File: config.mk
export PLATFORM = sky130hd
export DESIGN_NAME = xreg2_stage
export DESIGN_NICKNAME = d
export VERILOG_FILES = /design/src/rtl/xreg2_stage.sv
export SDC_FILE = /design/constraint.sdc
export NUM_CORES = 1
export LEC_CHECK = 0
export ABC_CLOCK_PERIOD_IN_PS = 4850
export CAP_MARGIN = 10
export CORE_AREA = 2 2 145 147
export CTS_CLUSTER_SIZE = 28
export DETAILED_ROUTE_END_ITERATION = 10
export DIE_AREA = 0 0 147 149
export PLACE_DENSITY = 0.73
export SYNTH_ARGS = -nofsm -noshare
export SYNTH_HDL_FRONTEND = slang
export SYNTH_SLANG_ARGS = --single-unit
File: constraint.sdc
create_clock -name clock -period 4.85 [get_ports clock]
set_input_delay 0.97 -clock clock [delete_from_list [all_inputs] [get_ports clock]]
set_output_delay 0.97 -clock clock [all_outputs]
set_load 0.02 [all_outputs]
File: src/rtl/xreg2_stage.sv
// rtl/xreg2_stage.sv - ID to EX pipeline register with bubble, flush and external-stall control
module xreg2_stage #(
    parameter int CNT_W = 16
) (
    input  logic             clock,
    input  logic             reset_n,

    input  logic             id_valid,
    input  logic             id_do_dm_read,
    input  logic             id_do_dm_write,
    input  logic             id_do_reg_write,
    input  logic [1:0]       id_select_write_reg,
    input  logic [4:0]       id_write_reg_addr,
    input  logic [4:0]       id_alu_op,
    input  logic [31:0]      id_imm_extend,
    input  logic [31:0]      id_pc,
    input  logic [31:0]      f_reg_ra_data,
    input  logic [31:0]      f_reg_rb_data,
    input  logic [31:0]      f_reg_rt_data,

    input  logic             do_hazard,
    input  logic             do_flush,
    input  logic             do_ext_stall,

    output logic             xREG2_valid,
    output logic             xREG2_do_dm_read,
    output logic             xREG2_do_dm_write,
    output logic             xREG2_do_reg_write,
    output logic [1:0]       xREG2_select_write_reg,
    output logic [4:0]       xREG2_write_reg_addr,
    output logic [4:0]       xREG2_alu_op,
    output logic [31:0]      xREG2_imm_extend,
    output logic [31:0]      xREG2_pc,
    output logic [31:0]      xREG2_ra_data,
    output logic [31:0]      xREG2_rb_data,
    output logic [31:0]      xREG2_rt_data,

    output logic             pc_write_enable,
    output logic             ifid_write_enable,
    output logic             ifid_flush,
    output logic [1:0]       stall_state,
    output logic [CNT_W-1:0] hazard_count
);

    typedef enum logic [1:0] {
        ST_RUN    = 2'd0,
        ST_BUBBLE = 2'd1,
        ST_FLUSH  = 2'd2,
        ST_HOLD   = 2'd3
    } stall_state_t;

    stall_state_t state_q;
    stall_state_t state_d;

    // Resolved action for this cycle: ext stall beats flush, flush beats hazard.
    logic take_stall;
    logic take_flush;
    logic take_hazard;
    logic load_bubble;

    assign take_stall  = do_ext_stall;
    assign take_flush  = !do_ext_stall && do_flush;
    assign take_hazard = !do_ext_stall && !do_flush && do_hazard;

    // An empty ID slot is captured as a bubble too, so downstream never sees stale control.
    assign load_bubble = take_flush || take_hazard || !id_valid;

    localparam logic [CNT_W-1:0] CNT_MAX = {CNT_W{1'b1}};
    localparam logic [CNT_W-1:0] CNT_ONE = {{(CNT_W-1){1'b0}}, 1'b1};

    // Next-state and same-cycle PC / IF-ID enables from the resolved action.
    always_comb begin
        state_d           = ST_RUN;
        pc_write_enable   = 1'b1;
        ifid_write_enable = 1'b1;
        ifid_flush        = 1'b0;
        if (take_stall) begin
            state_d           = ST_HOLD;
            pc_write_enable   = 1'b0;
            ifid_write_enable = 1'b0;
        end else if (take_flush) begin
            state_d    = ST_FLUSH;
            ifid_flush = 1'b1;
        end else if (take_hazard) begin
            state_d           = ST_BUBBLE;
            pc_write_enable   = 1'b0;
            ifid_write_enable = 1'b0;
        end
    end

    // Record the action taken at each edge; purely observational.
    always_ff @(posedge clock or negedge reset_n) begin
        if (!reset_n) begin
            state_q <= ST_RUN;
        end else begin
            state_q <= state_d;
        end
    end

    assign stall_state = state_q;

    // Pipeline register: hold on ext stall, otherwise load the ID instruction or a bubble.
    always_ff @(posedge clock or negedge reset_n) begin
        if (!reset_n) begin
            xREG2_valid            <= 1'b0;
            xREG2_do_dm_read       <= 1'b0;
            xREG2_do_dm_write      <= 1'b0;
            xREG2_do_reg_write     <= 1'b0;
            xREG2_select_write_reg <= 2'b00;
            xREG2_write_reg_addr   <= 5'd0;
            xREG2_alu_op           <= 5'd0;
            xREG2_imm_extend       <= 32'd0;
            xREG2_pc               <= 32'd0;
            xREG2_ra_data          <= 32'd0;
            xREG2_rb_data          <= 32'd0;
            xREG2_rt_data          <= 32'd0;
        end else if (!take_stall) begin
            if (load_bubble) begin
                xREG2_valid            <= 1'b0;
                xREG2_do_dm_read       <= 1'b0;
                xREG2_do_dm_write      <= 1'b0;
                xREG2_do_reg_write     <= 1'b0;
                xREG2_select_write_reg <= 2'b00;
                xREG2_write_reg_addr   <= 5'd0;
                xREG2_alu_op           <= 5'd0;
                xREG2_imm_extend       <= 32'd0;
                xREG2_pc               <= 32'd0;
                xREG2_ra_data          <= 32'd0;
                xREG2_rb_data          <= 32'd0;
                xREG2_rt_data          <= 32'd0;
            end else begin
                xREG2_valid            <= 1'b1;
                xREG2_do_dm_read       <= id_do_dm_read;
                xREG2_do_dm_write      <= id_do_dm_write;
                xREG2_do_reg_write     <= id_do_reg_write;
                xREG2_select_write_reg <= id_select_write_reg;
                xREG2_write_reg_addr   <= id_write_reg_addr;
                xREG2_alu_op           <= id_alu_op;
                xREG2_imm_extend       <= id_imm_extend;
                xREG2_pc               <= id_pc;
                xREG2_ra_data          <= f_reg_ra_data;
                xREG2_rb_data          <= f_reg_rb_data;
                xREG2_rt_data          <= f_reg_rt_data;
            end
        end
    end

    // Count inserted load-use bubbles, sticking at all-ones instead of wrapping.
    always_ff @(posedge clock or negedge reset_n) begin
        if (!reset_n) begin
            hazard_count <= '0;
        end else if (take_hazard && (hazard_count != CNT_MAX)) begin
            hazard_count <= hazard_count + CNT_ONE;
        end
    end

endmodule

## Yosys cells after proc, flatten, opt, wreduce, memory -nomap -nowiden

Cells that the tools add are included.

| word-level totals | value |
|---|---|
| word-level logic and storage cells | 45 |
| bits in registers | 194 |
| output and inout port bits | 197 |

| cells by class | value |
|---|---|
| equality and inequality tests | 1 |
| $add $sub $neg | 1 |
| multiplexer cells | 20 |
| reduce and logical (&&, ||, !) cells | 9 |

Operator list:

| operator | number |
|---|---|
| 32-bit 2-to-1 mux | 5 |
| 16-bit by 1-bit adder with 16-bit output, second input constant | 1 |
| 16-bit inequality test, second input constant | 1 |
| 1-bit 2-to-1 mux | 10 |
| 5-bit 2-to-1 mux | 2 |
| 2-bit 2-to-1 mux | 3 |
| 1-bit logical AND | 4 |
| 1-bit logical NOT | 3 |
| 1-bit logical OR | 2 |

## Longest topological paths before layout

Gate-level depths: netlist of the first run.

| logic depth | value |
|---|---|
| word-level depth | 6 |
| depth in mapped cells | 6 |

## Least setup slack after synthesis of the first run

No wires, ideal clock.

| timing | value |
|---|---|
| path type | input port to output port |
| start | input do_ext_stall |
| end | output pc_write_enable |
| slack | 1.966 ns |
| stages | 4 |
| arrival | 1.914 ns |
| path through | buf_2 clkbuf_1 nor2_1 buf_4 |

| between the ends | value |
|---|---|
| word-level cells in the longest chain between the ends | 6 |

Ends and longest elaborated chain:

| element | line | source |
|---|---|---|
| start: declaration | 23 | `input logic do_ext_stall,` |
| 1-bit logical NOT | -- |  |
| 1-bit logical AND (2 in a row) | 63 | `assign take_hazard = !do_ext_stall && !do_flush && do_hazard;` |
| 1-bit 2-to-1 mux (2 in a row) | -- |  |
| 1-bit 2-to-1 mux (*) | -- |  |
| end: declaration | 38 | `output logic pc_write_enable,` |

Every way passes the cells marked *; elsewhere a longest branch is shown, timed or not.

## Final worst setup path of the first run

| timing | value |
|---|---|
| start | input do_hazard |
| end | output pc_write_enable |

| between the ends | value |
|---|---|
| word-level cells in the longest chain between the ends | 4 |

Ends and longest elaborated chain:

| element | line | source |
|---|---|---|
| start: declaration | 21 | `input logic do_hazard,` |
| 1-bit logical AND | 63 |  |
| 1-bit 2-to-1 mux | 84 | `end else if (take_hazard) begin` |
| 1-bit 2-to-1 mux | 81 | `end else if (take_flush) begin` |
| 1-bit 2-to-1 mux | 77 | `if (take_stall) begin` |

No other way between the ends.

==> results of run 1 <==
## metal layers
metal / track usage, % / wire [um] / up-vias
met5: 0 / 0 / -
met4: 6.39 / 414 / 0
met3: 6.36 / 1760 / 27
met2: 31.0 / 10400 / 242
met1: 24.3 / 8780 / 2729
li1: - / - / 2563
## worst max-delay path, delay by kind of cell
family | cells | cell delay, ps
buf+inv | 2 | 1120
simple gates | 2 | 560
## cell usage after synthesis (all sizes together), types with 2 or more instances
master and n:
and3 5, nand4 7, nor2 7, nor3 4, nand2 5, dfrtp 194, and4 2, o21a 2
a22o 175, clkbuf 20, buf 21, nor3b 3, xnor2 4, nand3 10, mux2 4, xor2 4
## how the worst max path moves through the flow
stage,from,endpoint,depth (start not counted),slack [ps]
finish,do_hazard,pc_write_enable,4,1220
global route,do_hazard,pc_write_enable,4,1140
global placement,do_hazard,ifid_write_enable,4,1230
floorplan,do_ext_stall,pc_write_enable,4,1970
CTS,do_hazard,pc_write_enable,4,1200
detailed placement,do_hazard,pc_write_enable,4,1210
## layout make-up
class	instances	area (sq um)
fill	1744	8960
sequential	194	4850
timing repair buffer	382	3840
multi-input combinational	244	2000
clock buffer	18	439
tap	275	344
clock inverter	13	121
inverter	1	3.75
## cell families after synthesis
family,count (synthesis)
compound gates,183
xor+xnor,8
fa+ha+maj,1
buf+inv,42
flops,194
mux,4
simple gates,48
## per-stage QoR
step           area (sq um)  setup slack, ps
6_report              11600             1220
5_1_grt               11600             1140
4_1_cts               11600             1200
3_5_place_dp          11000             1210
3_3_place_gp          11000             1230
2_1_floorplan          7080             1970
## power groups by stage
stage | registers [mW] | clock network [mW] | logic, mW
6_report | 1.75 | 1.35 | 0.569
2_1_floorplan | 1.86 | 0 | 0.118
3_5_place_dp | 1.78 | 0 | 0.575
4_1_cts | 1.75 | 1.39 | 0.577
3_3_place_gp | 1.78 | 0 | 0.571
5_1_grt | 1.76 | 1.47 | 0.607
==> flow_metrics.tcl, run 1 <==
set metrics [dict create \
    status "finished, final reports clean" \
    sequentialPowerShare_pct 47.7 \
    dp_cells 1096 \
    die_h_um 149 \
    clock_latency_ps 420 \
    arrival_ps 2660 \
    numCtsBuffers 17 \
    postCtsHoldBufs 0 \
    gp_congestion 0.776 \
    path_max_fanout 7 \
    tritoncts "done" \
    reg2reg_to "hazard_count[1]" \
    fmaxAchievable_mhz 276 \
    synth_compound_area_share_pct 22.4 \
    worst_pin_slew_ps 925 \
    fin_crit_ps 3630 \
    path_cells "clkdlybuf4s50_1 -> nor3b_2 -> nor2_1 -> clkdlybuf4s50_1" \
    synthDistinctLibCells 32 \
    detail-route-antenna-nets 0 \
    area_growth_pct 63.9 \
    drc 0 \
    totalPowerFinal_mw 3.66 \
    slew_headroom_pct 38.3 \
    holdWs_ps 480 \
    layout.nets 1022 \
    wl_mm 21.3 \
    synth_area_per_cell_sq_um 14.7 \
    layout_common_cells "clkdlybuf4s50_1, dfrtp_1, a22o_1, clkbuf_16, nand3_1" \
    syn_area_sq_um 7080 \
    fin_setup_tns_ps 0 \
    synthMuxAreaShare_pct 0.636 \
    worstReg2RegStart "hazard_count[0]" \
    cts_root_buffer "clkbuf_16" \
    post_cts_buffers 0 \
    drtIter0Drc 240 \
    mostFrequentLayoutCell "clkdlybuf4s50_1" \
    yosysTopAreaCell "dfrtp_1" \
    crit_path_start_kind "primary input" \
    final_max_slew_viol_count 0 \
    post-route-util_pct 56.4 \
    ff2ff_path_depth 5 \
    place_hpwl_mm 14.8 \
    chipWidth_um 147 \
    cp_slowest_stage_delay_ps 570 \
    core_sq_um 20600 \
    grt_usage_pct 19.1 \
    boundaryPins 378 \
    antenna_cells 0 \
    crit_type "in -> out" \
    endpoint_kind "output port" \
    cellLeakagePower_nw 5.10 \
    synth_top_family_by_area "compound AO/OA/AOI/OAI gates" \
    min_period_over_period_pct 74.7 \
    grt_first_pass_wirelength_mm 32.7 \
    drive_above_1_share_pct 5.28 \
    die_area_sq_um 21900 \
    p_comb_share_pct 15.5 \
    finalSetupViolCount 0 \
    initial_core_util_pct 34.4 \
    rows 53 \
    min_to "xREG2_valid" \
    port_buffers 377 \
    synth_nets 662 \
    cts-resized-gates 0 \
    rsz0062_at_grt "false" \
    critPathMostFrequentCell "clkdlybuf4s50_1" \
    hold_violations 0 \
    synth-simple-area-share_pct 3.98 \
    ys_warn_count 0 \
    clkPwrFrac_pct 36.7 \
    async_flop_share_pct 100 \
    synth_top_area_share_pct 68.6 \
    post_layout_nonfiller_instances 1127 \
    hold_path_depth 1 \
    switching_share_pct 26.5 \
    clk_pin_slew_ps 70 \
    cp_slowest_cell "clkdlybuf4s50_1" \
    dr_total_vias 5561 \
    antenna_found_initial 0 \
    cp.required_ps 3880 \
    synth_fa_ha_area_share_pct 0.177 \
    grt_max_degree 150 \
    net-switching-power_mw 0.972 \
    maxCapViolCount 0 \
    power.internal_mw 2.69 \
    irDropWorstVdd_mv 0.208 \
    cts_sinks 194 \
    ys_ff_latch 194 \
    hold_path.class "reg -> reg" \
    synth_enable_flop_cells 0 \
    grt_pass1_vias 5640 \
    min_from "xREG2_valid" \
    htree_levels 4 \
    wl_per_cell_um 18.9 \
    gr-total-overflow 0 \
    fin_skew_ps 6.89 \
    cts_buffer_depth 2 \
    firstDrtPassIters 4 \
    syn_inst 480 \
    p_per_area_nw_per_um2 316 \
    synthTopCellsByArea "dfrtp_1, a22o_1, buf_4" \
    synth-main-ff-cell "dfrtp_1" \
    ys_seq_area_share_pct 68.6 \
    rrSetupSlack_ps 2990 \
    synth_xor_area_share_pct 0.990 \
    viasPerCell 4.93 \
]
No activity file was read; power rests on OpenSTA's default activity.
==> inputs of run 2 (changes only) <==
- ABC_CLOCK_PERIOD_IN_PS: 4850 -> 3770
- CORE_AREA: 2 2 145 147 -> 2 2 146 148
- DIE_AREA: 0 0 147 149 -> 0 0 148 150
- PLACE_DENSITY: 0.73 -> 0.72
- clock period: 4.85 -> 3.77 ns (I/O delays scaled with it)
==> run 2 against run 1 <==
Combinational power increased by 28%; clock power is 33% higher; highest routed layer unchanged; design area rose by 0.51%; register-to-register slack got worse by 1200 ps; via count up 0.54%; flip-flop and latch count stayed put; clock skew rose by 5.7 ps; critical path depth did not move; utilization decreased by 0.077 points.
==> flow_metrics.tcl, run 2 (synthesized netlist as in run 1, its figures left out) <==
set metrics [dict create \
    drive_above_1_share_pct 5.83 \
    cts_sinks 194 \
    postCtsHoldBufs 0 \
    arrival_ps 2420 \
    p_comb_share_pct 15.3 \
    status "finished, final reports clean" \
    p_per_area_nw_per_um2 410 \
    irDropWorstVdd_mv 0.257 \
    detail-route-antenna-nets 0 \
    gr-total-overflow 0 \
    cts-resized-gates 0 \
    rows 53 \
    drc 0 \
    clk_pin_slew_ps 80 \
    drtIter0Drc 232 \
    critPathMostFrequentCell "clkdlybuf4s50_1" \
    crit_cells 4 \
    cts_root_buffer "clkbuf_16" \
    min_period_over_period_pct 84.1 \
    cellLeakagePower_nw 5.14 \
    dp_cells 1100 \
    area_growth_pct 64.7 \
    slew_headroom_pct 47.5 \
    antenna_cells 0 \
    hold_violations 0 \
    sequentialPowerShare_pct 47.0 \
    cp_slowest_cell "clkdlybuf4s50_1" \
    wl_per_cell_um 18.5 \
    fmaxAchievable_mhz 315 \
    post-route-util_pct 56.3 \
    tritoncts "done" \
    fin_crit_ps 3170 \
    ff2ff_path_depth 5 \
    numCtsBuffers 17 \
    post_layout_nonfiller_instances 1132 \
    endpoint_kind "output port" \
    crit_type "in -> out" \
    finalInstanceArea_sq_um 11700 \
    boundaryPins 378 \
    power.internal_mw 3.52 \
    layout_common_cells "clkdlybuf4s50_1, dfrtp_1, a22o_1, clkbuf_16, nand3_1" \
    holdWs_ps 388 \
    maxCapViolCount 0 \
    grt_max_degree 111 \
    wl_mm 20.9 \
    die_area_sq_um 22200 \
    finalSetupViolCount 0 \
    post_cts_buffers 0 \
    cp_slowest_stage_delay_ps 570 \
    final_max_slew_viol_count 0 \
    place_hpwl_mm 14.5 \
    initial_core_util_pct 34.2 \
    core_sq_um 20700 \
    crit_family "buffers and inverters" \
    grt_usage_pct 18.4 \
    grt_pass1_vias 5650 \
    hold_path.class "in -> async" \
    gp_congestion 0.788 \
    crit_buf_inv 2 \
    path_cells "clkdlybuf4s50_1 -> nor3b_2 -> nor2_1 -> clkdlybuf4s50_1" \
    net-switching-power_mw 1.26 \
    fin_setup_tns_ps 0 \
    dr_total_vias 5591 \
    layout.nets 1026 \
    mostFrequentLayoutCell "clkdlybuf4s50_1" \
    fin_skew_ps 12.6 \
    cp.required_ps 3020 \
    cts_buffer_depth 2 \
    dpl-instance-area_sq_um 11100 \
    viasPerCell 4.94 \
    chipWidth_um 148 \
    htree_levels 4 \
    grt_first_pass_wirelength_mm 32.0 \
    crit_path_start_kind "primary input" \
    clock_latency_ps 420 \
    firstDrtPassIters 6 \
    worst_pin_slew_ps 787 \
    clkPwrFrac_pct 37.7 \
    port_buffers 377 \
    switching_share_pct 26.3 \
    die_h_um 150 \
    antenna_found_initial 0 \
    path_max_fanout 7 \
    rsz0062_at_grt "false" \
]
==> run 2: changes by cell type in the layout (fill, tap and decap cells not counted), moves of 2 or more <==
cell      change
inv_6         +4
clkinv_8      +2
clkinv_4      -4
clkinv_2      +2
buf_4         +4
inv_8         -2
==> run 2: worst paths after layout <==
| check | startpoint | to | slack [ps] |
|---|---|---|---|
| max | do_hazard | ifid_write_enable | 600 |
| min | reset_n | xREG2_alu_op[1] | 390 |
| max reg2reg | hazard_count[0] | hazard_count[1] | 1820 |
| min reg2reg | xREG2_valid | xREG2_valid | 490 |
| max in group asynchronous | reset_n | xREG2_pc[2] | 2440 |
| min in group clock | xREG2_valid | xREG2_valid | 490 |
==> run 2: layer usage <==
| metal | vias to the layer above | GRT usage, % | part of all wire, % |
|---|---|---|---|
| li1 | 2566 | - | - |
| met1 | 2759 | 24.3 | 43 |
| met2 | 235 | 28.2 | 47 |
| met3 | 31 | 6.55 | 8.2 |
| met4 | 0 | 6.10 | 2.2 |
| met5 | - | 0 | 0 |
==> run 2: final cells by class <==
type	count	area, sq um
clock buffer	17	425
tap	275	344
fill	1703	9030
inverter	1	3.75
timing repair buffer	386	3870
sequential	194	4850
clock inverter	15	164
multi-input combinational	244	2000
==> run 2: per-stage QoR <==
step	power [mW]	setup WS (ps)
finish	4.78	600
CTS	4.84	595
floorplan	2.55	1320
global route	5.00	502
global placement	3.02	608
detailed placement	3.02	609
==> run 2: power groups by stage <==
stage / sequential [mW] / combinational, mW / clock, mW
3_5_place_dp: 2.29 / 0.737 / 0
3_3_place_gp: 2.29 / 0.731 / 0
5_1_grt: 2.26 / 0.781 / 1.95
4_1_cts: 2.25 / 0.739 / 1.86
2_1_floorplan: 2.40 / 0.152 / 0
6_report: 2.25 / 0.730 / 1.80
==> run 2: worst reg2reg max path, stage by stage, from the launching register on <==
cell	delay, ps
dfrtp_1	420
ha_1	230
nand3_1	190
nor4_1	520
nor2_1	170
mux2_2	300
